==> config.mk <==
export PLATFORM = sky130hd
export DESIGN_NAME = alu_share_arbiter
export DESIGN_NICKNAME = d
export VERILOG_FILES = /design/src/rtl/alu_share_arbiter_pkg.sv /design/src/rtl/alu_share_arbiter_rr_arbiter2.sv /design/src/rtl/alu_share_arbiter.sv
export SDC_FILE = /design/constraint.sdc
export NUM_CORES = 1
export LEC_CHECK = 0
export ABC_AREA = 0
export CAP_MARGIN = 10
export CORE_MARGIN = 4
export CORE_UTILIZATION = 33
export CTS_CLUSTER_DIAMETER = 40
export DETAILED_ROUTE_END_ITERATION = 6
export PLACE_DENSITY = 0.76
export RECOVER_POWER = 100
export SLEW_MARGIN = 20
export SYNTH_ARGS = -nofsm -noshare
export SYNTH_HDL_FRONTEND = slang
export SYNTH_SLANG_ARGS = --single-unit
==> constraint.sdc <==
create_clock -name clk -period 1.2 [get_ports clk]
set_input_delay 0.18 -clock clk [delete_from_list [all_inputs] [get_ports clk]]
set_output_delay 0.18 -clock clk [all_outputs]
set_load 0.005 [all_outputs]
==> src/rtl/alu_share_arbiter_pkg.sv <==
// Shared definitions for the ALU-sharing arbiter: FSM encoding and the ALUFun
// codes that the ALU and control unit agree on.
package alu_share_arbiter_pkg;

  typedef enum logic [1:0] {
    IDLE = 2'd0,
    EXEC = 2'd1,
    RESP = 2'd2
  } state_t;

  localparam logic [5:0] ALU_ADD = 6'b000000;
  localparam logic [5:0] ALU_SUB = 6'b000001;
  localparam logic [5:0] ALU_AND = 6'b011000;
  localparam logic [5:0] ALU_OR  = 6'b011110;
  localparam logic [5:0] ALU_XOR = 6'b010110;
  localparam logic [5:0] ALU_NOR = 6'b010001;
  localparam logic [5:0] ALU_MOV = 6'b011010;

endpackage

==> src/rtl/alu_share_arbiter_rr_arbiter2.sv <==
// Two-way round-robin grant. prio_q names the requester that wins a tie; it
// moves to the other requester only when a grant is actually accepted.
module rr_arbiter2 (
  input  logic       clk,
  input  logic       reset,
  input  logic [1:0] req,
  input  logic       accept,
  output logic [1:0] gnt
);

  logic prio_q, prio_d;

  always_comb begin
    gnt    = 2'b00;
    prio_d = prio_q;
    case (req)
      2'b01:   gnt = 2'b01;
      2'b10:   gnt = 2'b10;
      2'b11:   gnt = prio_q ? 2'b10 : 2'b01;
      default: gnt = 2'b00;
    endcase
    if (accept) begin
      prio_d = ~gnt[1];
    end
  end

  always_ff @(posedge clk) begin
    if (reset) begin
      prio_q <= 1'b0;
    end else begin
      prio_q <= prio_d;
    end
  end

endmodule

==> src/rtl/alu_share_arbiter.sv <==
// Shares one external combinational ALU between two requesters. Operands are
// registered into the ALU and the result is registered back out; one op at a time.
module alu_share_arbiter #(
  parameter int WIDTH = 32,
  parameter int FUN_W = 6
) (
  input  logic                 clk,
  input  logic                 reset,
  input  logic [1:0]           req_valid,
  output logic [1:0]           req_ready,
  input  logic [2*WIDTH-1:0]   req_A,
  input  logic [2*WIDTH-1:0]   req_B,
  input  logic [2*FUN_W-1:0]   req_ALUFun,
  input  logic [1:0]           req_Sign,
  output logic [1:0]           rsp_valid,
  input  logic [1:0]           rsp_ready,
  output logic [WIDTH-1:0]     rsp_S,
  output logic [WIDTH-1:0]     alu_A,
  output logic [WIDTH-1:0]     alu_B,
  output logic [FUN_W-1:0]     alu_ALUFun,
  output logic                 alu_Sign,
  input  logic [WIDTH-1:0]     alu_S
);

  import alu_share_arbiter_pkg::*;

  // Handshake rule, both directions: a transfer happens in a cycle where
  // valid and ready are both high for the same requester bit.
  state_t             state_q, state_d;
  logic               owner_q, owner_d;
  logic [WIDTH-1:0]   a_q, a_d, b_q, b_d, res_q, res_d;
  logic [FUN_W-1:0]   fun_q, fun_d;
  logic               sign_q, sign_d;
  logic [1:0]         gnt;
  logic               accept;

  rr_arbiter2 u_arb (
    .clk    (clk),
    .reset  (reset),
    .req    (req_valid),
    .accept (accept),
    .gnt    (gnt)
  );

  assign accept = |req_ready;

  always_comb begin
    state_d   = state_q;
    owner_d   = owner_q;
    a_d       = a_q;
    b_d       = b_q;
    fun_d     = fun_q;
    sign_d    = sign_q;
    res_d     = res_q;
    req_ready = 2'b00;
    rsp_valid = 2'b00;
    case (state_q)
      IDLE: begin
        if (!reset && (gnt != 2'b00)) begin
          req_ready = gnt;
          owner_d   = gnt[1];
          a_d       = gnt[1] ? req_A[2*WIDTH-1:WIDTH]      : req_A[WIDTH-1:0];
          b_d       = gnt[1] ? req_B[2*WIDTH-1:WIDTH]      : req_B[WIDTH-1:0];
          fun_d     = gnt[1] ? req_ALUFun[2*FUN_W-1:FUN_W] : req_ALUFun[FUN_W-1:0];
          sign_d    = gnt[1] ? req_Sign[1]                 : req_Sign[0];
          state_d   = EXEC;
        end
      end
      EXEC: begin
        res_d   = alu_S;
        state_d = RESP;
      end
      RESP: begin
        rsp_valid[owner_q] = 1'b1;
        if (rsp_ready[owner_q]) begin
          state_d = IDLE;
        end
      end
      default: state_d = IDLE;
    endcase
  end

  always_ff @(posedge clk) begin
    if (reset) begin
      state_q <= IDLE;
      owner_q <= 1'b0;
      a_q     <= '0;
      b_q     <= '0;
      fun_q   <= '0;
      sign_q  <= 1'b0;
      res_q   <= '0;
    end else begin
      state_q <= state_d;
      owner_q <= owner_d;
      a_q     <= a_d;
      b_q     <= b_d;
      fun_q   <= fun_d;
      sign_q  <= sign_d;
      res_q   <= res_d;
    end
  end

  assign alu_A      = a_q;
  assign alu_B      = b_q;
  assign alu_ALUFun = fun_q;
  assign alu_Sign   = sign_q;
  assign rsp_S      = res_q;

endmodule

==> results_dict.tcl <==
set metrics [dict create \
    nets 994 \
    drc_errors 0 \
    nFillCells 947 \
    num_antenna_cells 0 \
    io_buffers 286 \
    syn_area_sq_um 4590 \
    max_slew_margin_pct 62.9 \
    clk_path_buf_depth 2 \
    critPathArrivalTime_ns 1.66 \
    via_per_inst 4.99 \
    cp_max_fo 9 \
    antenna_found_initial 0 \
    grtUsageTotal_pct 21.7 \
    outcome "finished, violations left" \
    cts_made_buffers 9 \
    r2r_slack_ns -0.23 \
    fin_crit_ns 1.43 \
    fmax_mhz 701 \
    finalMaxSlewViolations 0 \
    yosys_warnings 0 \
    gp_congestion 0.791 \
    path_buf_inv 3 \
    max_stage_delay_ns 0.35 \
    startpoint_type "flop" \
    layout_common_cells "176 x clkdlybuf4s50_1, 105 x dlygate4sd2_1, 99 x dfxtp_1" \
    std_cell_rows 42 \
    syn_avg_cell_area_sq_um 9.56 \
    drt_wl_total_um 18800 \
    die_w_um 126 \
    overflow 0 \
    setup_tns_ns -16.45 \
    initial_utilization_pct 34.1 \
    ctsHoldBuffers 0 \
    violations "negative setup slack" \
    finalNonFillerCells 995 \
    final_common_cell "clkdlybuf4s50_1" \
    r2r_end "alu_A[31]" \
    num_vias 4961 \
    ant_nets 0 \
    utilization_pct 70.8 \
    cts_sinks 107 \
    grt_pass1_vias 5336 \
    hold_class "in -> reg" \
    fin_worst_skew_ns 0.00686 \
    grt_max_degree 59 \
    min_path_cells 3 \
    wire_per_inst_um 18.9 \
    hold_violations 0 \
    min_from "reset" \
    pwr_density_cell_nw_per_um2 1150 \
    cts_root_buf "clkbuf_16" \
    die_h_um 126 \
    setup_ws_ns -0.226 \
    crit_family "buffers and inverters" \
    drv_cap 0 \
    r2r_start "u_arb.prio_q" \
    synthToLayoutAreaGrowth_pct 108 \
    synthesis.nets 660 \
    drt_iter0_drc 223 \
    drt_pre_antenna_iters 4 \
    placed_area_sq_um 7830 \
    ios 287 \
    rsz0062_at_grt "yes" \
    period_share_pct 119 \
    grt_pass1_wl_um 27900 \
    yosysUniqueCellTypes 23 \
    clk_latency_ns 0.34 \
    post-place-cells 940 \
    cp-end-kind "flop" \
    netlist_instances 480 \
    slowest_stage "dfxtp_2" \
    synth_seq_cells 107 \
    cts_htree_levels 3 \
    fin_area_sq_um 9530 \
    cp_cell_sequence "o21ai_4 -> buf_8 -> buf_4 -> buf_16 -> mux2i_2 -> o21ai_1" \
    worst_r2r_path_depth 6 \
    drive_gt1_share_pct 28.2 \
    worst_pin_slew_ns 0.557 \
    clk_pin_slew_ns 0.07 \
    cp-startpoint "u_arb.prio_q" \
    path_class "reg -> reg" \
    seq_area_frac_synth_pct 46.7 \
    p_leak_nw 4.31 \
    core-area_sq_um 13500 \
    dp_hpwl_um 12100 \
    setup_viol 109 \
    die-area_sq_um 15900 \
    worstHoldEndpoint "state_q[1]" \
    ir_worst_vdd_v 0.000614 \
    required_ns 1.43 \
    cts_tree "built" \
]
[timing repair]
item / 4_1_cts / 5_1_grt
cloned: 15 / 4
pin swaps: 57 / 46
setup buffers: 17 / 10
setup endpoints to repair: 210 / 110
gates resized for setup: 279 / 87
[worst max-delay path by stage]
stage,to,cells past startpoint
5_1_grt,alu_A[28],6
6_report,alu_A[31],6
4_1_cts,alu_A[26],5
3_5_place_dp,alu_A[19],7
3_3_place_gp,req_ready[0],5
2_1_floorplan,alu_ALUFun[0],6
[synth_stat cells (all sizes together)]
library cell,n,share of area (%)
nor2,1,0.082
clkbuf,18,1.5
nand2,66,5.4
nor4,1,0.14
dfxtp,107,47
a311oi,1,0.19
o21ai,73,8.1
nand2b,1,0.14
inv,2,0.16
and3b,1,0.19
and3,1,0.14
buf,25,5.3
nand3b,72,12
a21oi,35,3.8
or3,1,0.14
nor3b,1,0.16
nor2b,1,0.14
nor3,1,0.22
mux2i,72,16
[area by class of cell]
type	instances	area (sq um)	share of cell area, %
Multi-Input combinational cell	328	2820	29.6
Clock buffer	10	239	2.51
Tap cell	176	220	2.31
Inverter	2	7.51	0.0788
Clock inverter	6	113	1.18
Timing Repair Buffer	366	3970	41.7
Sequential cell	107	2160	22.6
[stage by stage]
stage                     setup slack [ns]  total power, mW  hold WS (ns)
after floorplan                    0.00560             5.13         0.296
after global placement              -0.535             6.78         0.443
after detailed placement            -0.545             6.85         0.448
after CTS                           -0.218             10.7         0.238
after global routing                -0.281             11.4         0.247
final                               -0.226             11.0         0.243
[logic make-up (layout without fill, tap and decap cells)]
family,after synthesis,in the layout,synth area share (%)
multiplexers,72,72,15.7
AO/OA/AOI/OAI,109,109,12.1
buffers and inverters,45,384,7.00
flip-flops,107,107,46.7
AND/OR/NAND/NOR,147,147,18.5
[routing by layer]
metal  vias up  wire, um  GRT usage [%]
met5         -         0              0
met4         0       507           7.95
met3        40      1430           6.73
met2       223      9830           38.7
met1      2334      7070           24.2
li1       2364         -              -
[sequential cells by signal (all words and copies together), names as in the netlist]
register,count
alu_B,32
alu_ALUFun,6
owner_q,1
u_arb.prio_q,1
rsp_S,32
alu_A,32
alu_Sign,1
state_q,2
[worst reg2reg max path, delay by kind of cell, from the launching register on]
kind | cells | cell delay, ns
compound gates | 2 | 0.30
buf+inv | 3 | 0.43
flops | 1 | 0.35
mux | 1 | 0.24
[report_power, final]
part | internal, mW | total (mW) | switching [mW]
Clock | 2.10 | 3.44 | 1.35
Sequential | 3.93 | 4.15 | 0.223
Combinational | 2.03 | 3.36 | 1.32
Power figures use the tool's default switching activity.
